<file path="config.mk">
export PLATFORM = sky130hd
export DESIGN_NAME = imem_loader
export DESIGN_NICKNAME = d
export VERILOG_FILES = /design/src/rtl/imem_loader_pkg.sv /design/src/rtl/byte_to_word.sv /design/src/rtl/imem_loader.sv
export SDC_FILE = /design/constraint.sdc
export NUM_CORES = 1
export LEC_CHECK = 0
export BUFFER_PORTS_ARGS = -buffer_cell sky130_fd_sc_hd__clkbuf_2
export CAP_MARGIN = 20
export CORE_ASPECT_RATIO = 2
export CORE_MARGIN = 1
export CORE_UTILIZATION = 55
export CTS_CLUSTER_DIAMETER = 40
export CTS_CLUSTER_SIZE = 16
export DETAILED_ROUTE_END_ITERATION = 8
export HOLD_SLACK_MARGIN = 0.05
export PLACE_DENSITY = 0.75
export SLEW_MARGIN = 10
export SYNTH_ARGS = -nofsm -noshare
export SYNTH_HDL_FRONTEND = slang
export SYNTH_HIERARCHICAL = 1
export SYNTH_SLANG_ARGS = --single-unit
</file>
<file path="constraint.sdc">
create_clock -name clk -period 3.9 [get_ports clk]
set_clock_uncertainty 0.2 [all_clocks]
set_input_delay 0.195 -clock clk [delete_from_list [all_inputs] [get_ports clk]]
set_output_delay 0.195 -clock clk [all_outputs]
set_load 0.02 [all_outputs]
</file>
<file path="src/rtl/imem_loader_pkg.sv">
// Shared definitions for the instruction-memory loader: FSM states and stream framing constants.
package imem_loader_pkg;

   typedef enum logic [2:0] {
      StIdle,
      StLenLo,
      StLenHi,
      StData,
      StWrite,
      StDone,
      StError
   } loader_state_e;

   localparam int unsigned HdrBytes  = 2;
   localparam int unsigned WordBytes = 4;

   // States in which the loader is waiting on the UART and the idle timeout runs.
   function automatic logic is_receiving(loader_state_e st);
      return (st == StLenLo) || (st == StLenHi) || (st == StData);
   endfunction

endpackage

</file>
<file path="src/rtl/byte_to_word.sv">
// Packs little-endian bytes into instruction words; lanes 0..2 are held, lane 3 passes straight through.
module byte_to_word
   import imem_loader_pkg::*;
#(
   parameter int unsigned NB_BYTE = 8
) (
   input  logic                         clk_i,
   input  logic                         rst_ni,
   input  logic                         clear_i,
   input  logic                         valid_i,
   input  logic [NB_BYTE-1:0]           data_i,
   output logic [WordBytes*NB_BYTE-1:0] word_o,
   output logic                         complete_o
);

   localparam int unsigned LaneW = $clog2(WordBytes);
   localparam int unsigned BufW  = (WordBytes - 1) * NB_BYTE;

   logic [LaneW-1:0] lane_q, lane_d;
   logic [BufW-1:0]  buf_q, buf_d;

   assign complete_o = valid_i && (lane_q == LaneW'(WordBytes - 1));
   assign word_o     = {data_i, buf_q};

   // New bytes enter at the top so the first byte of a word ends up in the lowest lane.
   always_comb begin
      lane_d = lane_q;
      buf_d  = buf_q;
      if (clear_i) begin
         lane_d = '0;
         buf_d  = '0;
      end else if (valid_i) begin
         lane_d = lane_q + 1'b1;
         buf_d  = {data_i, buf_q[BufW-1:NB_BYTE]};
      end
   end

   always_ff @(posedge clk_i or negedge rst_ni) begin
      if (!rst_ni) begin
         lane_q <= '0;
         buf_q  <= '0;
      end else begin
         lane_q <= lane_d;
         buf_q  <= buf_d;
      end
   end

endmodule

</file>
<file path="src/rtl/imem_loader.sv">
// Loads a length-prefixed little-endian word stream from a UART into instruction memory.
module imem_loader
   import imem_loader_pkg::*;
#(
   parameter int unsigned ADDR_WIDTH = 10,
   parameter int unsigned DATA_WIDTH = 32,
   parameter int unsigned NB_BYTE    = 8,
   parameter int unsigned TIMEOUT    = 100000
) (
   input  logic                  clk,
   input  logic                  i_rst,
   input  logic                  i_start,
   input  logic [NB_BYTE-1:0]    i_rx_data,
   input  logic                  i_rx_valid,
   output logic                  o_wen,
   output logic [ADDR_WIDTH-1:0] o_addr,
   output logic [DATA_WIDTH-1:0] o_wdata,
   output logic                  o_busy,
   output logic                  o_done,
   output logic                  o_error
);

   localparam int unsigned LenW     = HdrBytes * NB_BYTE;
   localparam int unsigned MaxWords = 1 << (ADDR_WIDTH - 2);
   localparam int unsigned CntW     = (TIMEOUT > 1) ? $clog2(TIMEOUT) : 1;

   loader_state_e         state_q;
   logic [LenW-1:0]       len_q;
   logic [LenW-1:0]       idx_q;
   logic [CntW-1:0]       cnt_q;
   logic                  wen_q, busy_q, done_q, error_q;
   logic [ADDR_WIDTH-1:0] addr_q;
   logic [DATA_WIDTH-1:0] wdata_q;

   logic                         receiving, last_word, start_ok, timeout_hit;
   logic                         b2w_valid, word_done;
   logic [WordBytes*NB_BYTE-1:0] word;
   logic [LenW-1:0]              len_full;
   logic [LenW:0]                idx_inc;

   assign receiving = is_receiving(state_q);
   assign idx_inc   = {1'b0, idx_q} + 1'b1;
   assign last_word = (idx_inc == {1'b0, len_q});
   assign start_ok  = i_start && ((state_q == StIdle) || (state_q == StError));
   assign len_full  = {i_rx_data, len_q[NB_BYTE-1:0]};

   // A byte landing in the WRITE cycle is lane 0 of the next word, unless no next word exists.
   assign b2w_valid = i_rx_valid &&
                      ((state_q == StData) || ((state_q == StWrite) && !last_word));

   assign timeout_hit = (TIMEOUT != 0) && receiving && !i_rx_valid &&
                        (cnt_q == CntW'(TIMEOUT - 1));

   byte_to_word #(
      .NB_BYTE (NB_BYTE)
   ) u_byte_to_word (
      .clk_i      (clk),
      .rst_ni     (i_rst),
      .clear_i    (start_ok),
      .valid_i    (b2w_valid),
      .data_i     (i_rx_data),
      .word_o     (word),
      .complete_o (word_done)
   );

   always_ff @(posedge clk or negedge i_rst) begin
      if (!i_rst) begin
         state_q <= StIdle;
         len_q   <= '0;
         idx_q   <= '0;
         cnt_q   <= '0;
         wen_q   <= 1'b0;
         addr_q  <= '0;
         wdata_q <= '0;
         busy_q  <= 1'b0;
         done_q  <= 1'b0;
         error_q <= 1'b0;
      end else begin
         wen_q  <= 1'b0;
         done_q <= 1'b0;

         if (receiving && !i_rx_valid && !timeout_hit) begin
            cnt_q <= cnt_q + 1'b1;
         end else begin
            cnt_q <= '0;
         end

         if (timeout_hit) begin
            state_q <= StError;
            busy_q  <= 1'b0;
            error_q <= 1'b1;
         end else begin
            case (state_q)
               StIdle, StError: begin
                  if (i_start) begin
                     state_q <= StLenLo;
                     idx_q   <= '0;
                     busy_q  <= 1'b1;
                     error_q <= 1'b0;
                  end
               end
               StLenLo: begin
                  if (i_rx_valid) begin
                     len_q[NB_BYTE-1:0] <= i_rx_data;
                     state_q            <= StLenHi;
                  end
               end
               StLenHi: begin
                  if (i_rx_valid) begin
                     len_q <= len_full;
                     if (32'(len_full) > MaxWords) begin
                        state_q <= StError;
                        busy_q  <= 1'b0;
                        error_q <= 1'b1;
                     end else if (len_full == '0) begin
                        state_q <= StDone;
                        busy_q  <= 1'b0;
                        done_q  <= 1'b1;
                     end else begin
                        state_q <= StData;
                     end
                  end
               end
               StData: begin
                  if (word_done) begin
                     state_q <= StWrite;
                     wen_q   <= 1'b1;
                     addr_q  <= ADDR_WIDTH'({idx_q, 2'b00});
                     wdata_q <= DATA_WIDTH'(word);
                  end
               end
               StWrite: begin
                  idx_q <= idx_inc[LenW-1:0];
                  if (last_word) begin
                     state_q <= StDone;
                     busy_q  <= 1'b0;
                     done_q  <= 1'b1;
                  end else begin
                     state_q <= StData;
                  end
               end
               StDone: begin
                  state_q <= StIdle;
               end
               default: begin
                  state_q <= StIdle;
                  busy_q  <= 1'b0;
               end
            endcase
         end
      end
   end

   assign o_wen   = wen_q;
   assign o_addr  = addr_q;
   assign o_wdata = wdata_q;
   assign o_busy  = busy_q;
   assign o_done  = done_q;
   assign o_error = error_q;

endmodule
</file>
==> run summary, run 1 <==
layout cells sized above 1 = 26.8%
DRC = 0
post-layout min period = 3.52 ns
Routed WL = 15100 µm
clock sinks = 122
routed vias/inst = 5.99
Avg Inst Size Synth = 11.4 µm²
Setup Fix Bufs, Post-CTS = 0
CTS root buffer = clkbuf_16
H-tree level count = 4
Max IR drop VDD = 0.437 mV
Initial DRC Count = 318
setup TNS = 0 ns
number of diodes = 0
number of global-route vias before repair = 4894
top cells by area, synth = dfrtp_1 (48%), mux2_4 (9.3%), mux2i_1 (4.4%), nor2_1 (3.5%), xnor2_1 (3.3%)
ANT nets after route = 0
Worst-path clk slew = 0.06 ns
max cap viols = 0
post-DR wirelength/cell = 19.8 µm
fin nets = 626
register area share after synthesis = 48.4%
M1 WL = 5470 µm
dpl hpwl = 10400 µm
ys flop type = dfrtp_1
Tot Pwr = 4440 µW
RSZ-0062 raised after global routing = no
die area = 11900 µm²
Ys Warns = 6
vias = 4582
worst-skew pair later-pin latency = 0.41 ns
DIE WIDTH = 77.7 µm
Ports = 58
crit end category = register
Overflow after GRT = 0
final hold violations = 0
CTS tree = yes
DIE HEIGHT = 153 µm
outcome = finished, final reports clean
Worst-Margin Slew = 0.963 ns
Mapped Cells = 555
critical path class = register to register
maximum clock rate = 0.284 GHz
Max clock buf depth = 2
total CTS buffers = 17
WL met2 = 8260 µm
Pwr Density = 607 nW/µm²
Pre-antenna DRT Iters = 5
worst path required time = 3.99 ns
startpoint type of the worst setup path = register
pin count of the biggest net entering global routing = 74
final setup fails = 0
Yosys top cell area share = 48.4%
top-count cell post-synth = dfrtp_1
Arr. time, crit path = 3.61 ns
RePlAce Congestion = 1.09
Synth area leader = dfrtp_1
GR Util All Layers = 27.9%
CP Max Fanout = 7
post-synth cell types = 72
area grow syn2layout = 16.0%
Cell Rows = 55
first-pass GRT wire length = 25200 µm
Lkg Pwr = 0.00332 µW
Max Slew Vio Count = 0
core footprint = 11200 µm²
post-cts repair resize count = 0
mapped cell area = 6300 µm²
input/output buffers = 55
initial core utilization = 56.2%
met3 wire length = 510 µm
commonest cells in the netlist = dfrtp_1 (122), nor2_1 (58), mux2_4 (39)
Synth Register Bits = 122
Hold WC Path Type = input pin to register
Final period util = 90.2%
Synth async-reset ratio = 100%
Slew Limit Headroom = 35.8%
Post-synth EDFFs = 0
initial antenna violation count = 0
FF-to-FF setup slack = 0.38 ns
uppermost layer routed = met4
## kinds of logic (layout without fill, tap and decap cells)
family,Yosys count,after routing,synth area share [%]
and+or+nand+nor,182,182,15.4
buffers and inverters,50,117,5.54
AOI/OAI and AO/OA,74,74,7.56
muxes,84,84,16.8
adders and majority gates,3,3,0.596
other,1,2,0.0595
DFF,122,122,48.4
xor gates and xnor gates,39,39,5.66
## flip-flops by register name, indices dropped and copies added, names as in the netlist, 2 cells and up
name	flops
idx_q	16
o_wdata	32
state_q	3
u_byte_to_word/buf_q	24
u_byte_to_word/lane_q	2
len_q	16
cnt_q	17
o_addr	8
## through the flow
stage	setup WS (ns)	hold slack (ns)	instances	utilization, %	area [µm²]
finish	0.380	0.159	765	65.2	7310
global route	0.153	0.182	765	65.2	7310
CTS	0.408	0.146	765	65.2	7310
detailed placement	0.435	0.205	724	58.6	6570
global placement	0.439	0.190	724	58.6	6570
floorplan	0.527	-0.301	556	-	6310
## layout make-up
type / instances / area (µm²)
fillers: 821 / 3910
flip-flops and latches: 122 / 3050
multi-input cells: 384 / 2920
clock buffers: 19 / 453
well taps: 142 / 178
clock inverters: 12 / 188
repair buffers: 76 / 485
inverters: 10 / 37.5
## path summary, 6_finish.rpt
check / endpoint / startpoint / cells past startpoint
min in group asynchronous: cnt_q[8]$_DFF_PN0_ / i_rst / 2
min: state_q[2]$_DFFE_PN0P_ / i_start / 4
min reg2reg: o_addr[2]$_DFFE_PN0P_ / o_addr[2]$_DFFE_PN0P_ / 1
max reg2reg: state_q[0]$_DFFE_PN0P_ / idx_q[0]$_DFFE_PN0P_ / 14
max in group asynchronous: idx_q[4]$_DFFE_PN0P_ / i_rst / 3
max: state_q[0]$_DFFE_PN0P_ / idx_q[0]$_DFFE_PN0P_ / 14
## power by group
group          internal (µW)  switching (µW)
registers               1480             249
clock network           1110             575
logic                    462             571
total                   3050            1390
## repair_timing
| action | 4_1_cts | 5_1_grt |
|---|---|---|
| hold buffers | 10 | 0 |
| endpoints found under the hold margin | 106 | 0 |
| endpoints found under the setup margin | 0 | 0 |
## layout by cell type (no fill, tap or decap), types with 3 or more instances in the layout
| cell | netlist | final |
|---|---|---|
| and4_1 | 6 | 5 |
| nand4_1 | 9 | 9 |
| nand2_1 | 30 | 30 |
| clkbuf_2 | 0 | 54 |
| nor3_1 | 10 | 10 |
| inv_1 | 10 | 10 |
| dlygate4sd3_1 | 0 | 10 |
| o22ai_1 | 5 | 5 |
| buf_4 | 14 | 10 |
| bufinv_16 | 0 | 4 |
| and2_1 | 4 | 4 |
| mux2i_1 | 28 | 28 |
| xor2_1 | 14 | 14 |
| o31ai_1 | 3 | 3 |
| o21ai_1 | 4 | 3 |
| nor4_1 | 4 | 4 |
| ha_1 | 3 | 3 |
| nor2b_1 | 3 | 3 |
| and3_1 | 11 | 11 |
| or3_1 | 5 | 5 |
| a21oi_1 | 12 | 12 |
| mux2_4 | 39 | 39 |
| nor2_1 | 58 | 58 |
| clkinv_4 | 0 | 4 |
| o21ai_0 | 26 | 26 |
| xnor2_1 | 24 | 24 |
| nand3_1 | 15 | 15 |
| mux2_2 | 16 | 16 |
| nand2b_1 | 4 | 4 |
| clkbuf_16 | 0 | 17 |
| dfrtp_1 | 122 | 122 |
## metal layers
metal,track usage [%],vias up
li1,-,2066
met1,29.6,2310
met2,49.1,140
met3,5.73,66
met4,18.3,0
met5,0,-
## worst max-delay path: stages (launching register included)
cell      delay, ns
dfrtp_1        0.46
ha_1           0.30
and3_1         0.27
a31oi_1        0.11
a211oi_1       0.34
nor4bb_1       0.23
and4_1         0.35
o21ai_4        0.09
and2_1         0.17
mux2_2         0.28
nand2_1        0.06
o21ai_0        0.07
o21ai_0        0.21
mux2i_1        0.21
nor2_1         0.06
No activity file was read; power rests on OpenSTA's default activity.
==> run 2, diff against run 1 <==
--- a/config.mk
+++ b/config.mk
@@ -14,7 +14,8 @@
 export CTS_CLUSTER_SIZE = 16
 export DETAILED_ROUTE_END_ITERATION = 8
 export HOLD_SLACK_MARGIN = 0.05
-export PLACE_DENSITY = 0.75
+export PLACE_DENSITY = 0.77
+export RECOVER_POWER = 50
 export SLEW_MARGIN = 10
 export SYNTH_ARGS = -nofsm -noshare
 export SYNTH_HDL_FRONTEND = slang
==> run 2 against run 1 <==
The run now ends with max-capacitance violations, max-slew violations left. Sequential cell count did not move. Via count up 0.48%. Sequential share of layout area is 0.29 points higher. Register-to-register slack got worse by 0.19 ns. Maximum frequency decreased by 5.0%. Setup slack worse by 0.19 ns. Total power shrank 1.9%. Clock power decreased by 5%. Final cell count up 0.65%. Final area decreased by 0.70%. Critical path type unchanged.
==> run summary, run 2 (synthesis results as in run 1) <==
Hold WC Path Type = input pin to register (unchanged)
Worst-Margin Slew = 2.48 ns (was 0.963 ns)
vias = 4604 (was 4582)
routed vias/inst = 5.98 (was 5.99)
Post-Route Utilization = 64.7% (was 65.2%)
commonest non-fill, non-tap cell in the layout = dfrtp_1 (unchanged)
slowest CP cell = dfrtp_1 (unchanged)
Lkg Pwr = 0.00317 µW (was 0.00332 µW)
FILL cells = 879 (was 821)
startpoint type of the worst setup path = register (unchanged)
Tot Pwr = 4360 µW (was 4440 µW)
post-DR wirelength/cell = 19.6 µm (was 19.8 µm)
Ports = 58 (unchanged)
setup TNS = 0 ns (unchanged)
crit end category = register (unchanged)
total CTS buffers = 17 (unchanged)
initial antenna violation count = 0 (unchanged)
Pre-antenna DRT Iters = 5 (unchanged)
Routed WL = 15100 µm (about the same)
DIE WIDTH = 77.7 µm (unchanged)
max FFs per register = 32 (unchanged)
outcome = complete, but fails checks (was finished, final reports clean)
Pwr Density = 600 nW/µm² (was 607 nW/µm²)
hold_sp = i_start (unchanged)
Max clock buf depth = 2 (unchanged)
pin count of the biggest net entering global routing = 47 (was 74)
Overflow after GRT = 0 (unchanged)
worst-skew pair later-pin latency = 0.42 ns (was 0.41 ns)
input/output buffers = 55 (unchanged)
post-layout min period = 3.71 ns (was 3.52 ns)
worst stage delay on the critical path = 0.58 ns (was 0.46 ns)
CP Max Fanout = 12 (was 7)
RSZ-0062 raised after global routing = no (unchanged)
FF+latch area = 3050 µm² (unchanged)
DIE HEIGHT = 153 µm (unchanged)
critical path class = register to register (unchanged)
die area = 11900 µm² (unchanged)
final worst slack = 0.194 ns (was 0.380 ns)
fin nets = 631 (was 626)
final hold violations = 0 (unchanged)
Worst Path Buf+Inv = 1 (was 0)
most frequent cells in the layout = dfrtp_1 (122), nor2_1 (58), clkbuf_1 (45) (was dfrtp_1 (122), nor2_1 (58), clkbuf_2 (54))
R2R Path Start = idx_q[7]$_DFFE_PN0P_ (was idx_q[0]$_DFFE_PN0P_)
Worst-path clk slew = 0.06 ns (about the same)
worst path required time = 4.00 ns (was 3.99 ns)
Slew Limit Headroom = -65.1% (was 35.8%)
area grow syn2layout = 15.2% (was 16.0%)
crit-path leading delay family = simple AND/OR/NAND/NOR gates (unchanged)
clock sinks = 122 (unchanged)
max cap viols = 1 (was 0)
Arr. time, crit path = 3.80 ns (was 3.61 ns)
footprint of the multi-input gates = 2920 µm² (about the same)
number of diodes = 0 (unchanged)
RePlAce Congestion = 0.945 (was 1.09)
GR Util All Layers = 27.4% (was 27.9%)
Setup WS pre-CTS = 0.271 ns (was 0.435 ns)
number of global-route vias before repair = 4867 (was 4894)
first-pass GRT wire length = 25000 µm (was 25200 µm)
final setup fails = 0 (unchanged)
CP Launch Point = idx_q[7]$_DFFE_PN0P_ (was idx_q[0]$_DFFE_PN0P_)
core footprint = 11200 µm² (unchanged)
initial core utilization = 56.2% (unchanged)
Cell Rows = 55 (unchanged)
layout cells sized above 1 = 20.4% (was 26.8%)
ANT nets after route = 0 (unchanged)
CTS tree = yes (unchanged)
dpl hpwl = 10400 µm (about the same)
Max IR drop VDD = 0.482 mV (was 0.437 mV)
Initial DRC Count = 212 (was 318)
worst hold slack = 0.174 ns (was 0.159 ns)
DRC = 0 (unchanged)
H-tree level count = 4 (unchanged)
CP cell instances = nand4_1 > nor3_1 > a211oi_2 > nor4bb_1 > and4_1 > o21ai_4 > and2_1 > and4_2 > buf_12 > mux2_4 (was ha_1 > and3_1 > a31oi_1 > a211oi_1 > nor4bb_1 > and4_1 > o21ai_4 > and2_1 > mux2_2 > nand2_1 > o21ai_0 > o21ai_0 > mux2i_1 > nor2_1)
Max Slew Vio Count = 47 (was 0)
violated checks = max-capacitance violations, max-slew violations
maximum clock rate = 0.270 GHz (was 0.284 GHz)
CTS root buffer = clkbuf_16 (unchanged)
Final period util = 95.0% (was 90.2%)
==> run 2: changes by cell type in the layout (fill, tap and decap cells not counted), sizes merged <==
cell / before / now
clkinv: 4 / 7
buf: 12 / 15
bufinv: 4 / 3
==> run 2: power by group <==
part           switching [µW]  total [µW]  internal (µW)
Combinational             563        1020            459
Sequential                257        1730           1480
Clock                     599        1600           1000
Total                    1420        4360           2940
==> run 2: cell type report <==
| type | count | area share (%) |
|---|---|---|
| well taps | 142 | 2.45 |
| repair buffers | 81 | 6.50 |
| inverters | 10 | 0.517 |
| clock buffers | 17 | 5.86 |
| clock inverters | 14 | 2.38 |
| multi-input cells | 384 | 40.3 |
| flip-flops and latches | 122 | 42.0 |
==> run 2: stage by stage <==
stage	std cells	instance area, µm²
after floorplan	556	6310
after global placement	729	6620
after detailed placement	729	6620
after CTS	770	7320
after global routing	770	7260
final	770	7260
==> run 2: repair_timing <==
| item | 4_1_cts | 5_1_grt |
|---|---|---|
| setup endpoints to repair | 0 | 1 |
| endpoints found under the hold margin | 78 | 0 |
| resized for setup | 0 | 1 |
| buffers inserted | 0 | 0 |
| hold buffers | 10 | 0 |
==> run 2: worst paths after layout <==
path                                                        end  slack (ns)  depth (start not counted)
setup reg to reg                          o_addr[4]$_DFFE_PN0P_        0.19                         10
min in group asynchronous                    cnt_q[5]$_DFF_PN0_        0.88                          2
max in group asynchronous  u_byte_to_word/buf_q[10]$_DFFE_PN0P_        0.62                          3
hold / removal                           state_q[2]$_DFFE_PN0P_        0.17                          4
hold reg to reg                          o_wdata[2]$_DFFE_PN0P_        0.30                          1
setup / recovery                          o_addr[4]$_DFFE_PN0P_        0.19                         10
==> run 2: tightest hold or removal path, cell delays in order <==
cell	delay (ns)
clkbuf_2	0.17
or3b_2	0.16
and3_1	0.16
o21ai_1	0.06
==> run 2: layer usage <==
metal | global-route usage, % | routed length, µm
met4 | 14.7 | 604
met5 | 0 | 0
met1 | 31.1 | 5770
met3 | 5.67 | 519
met2 | 47.5 | 8200
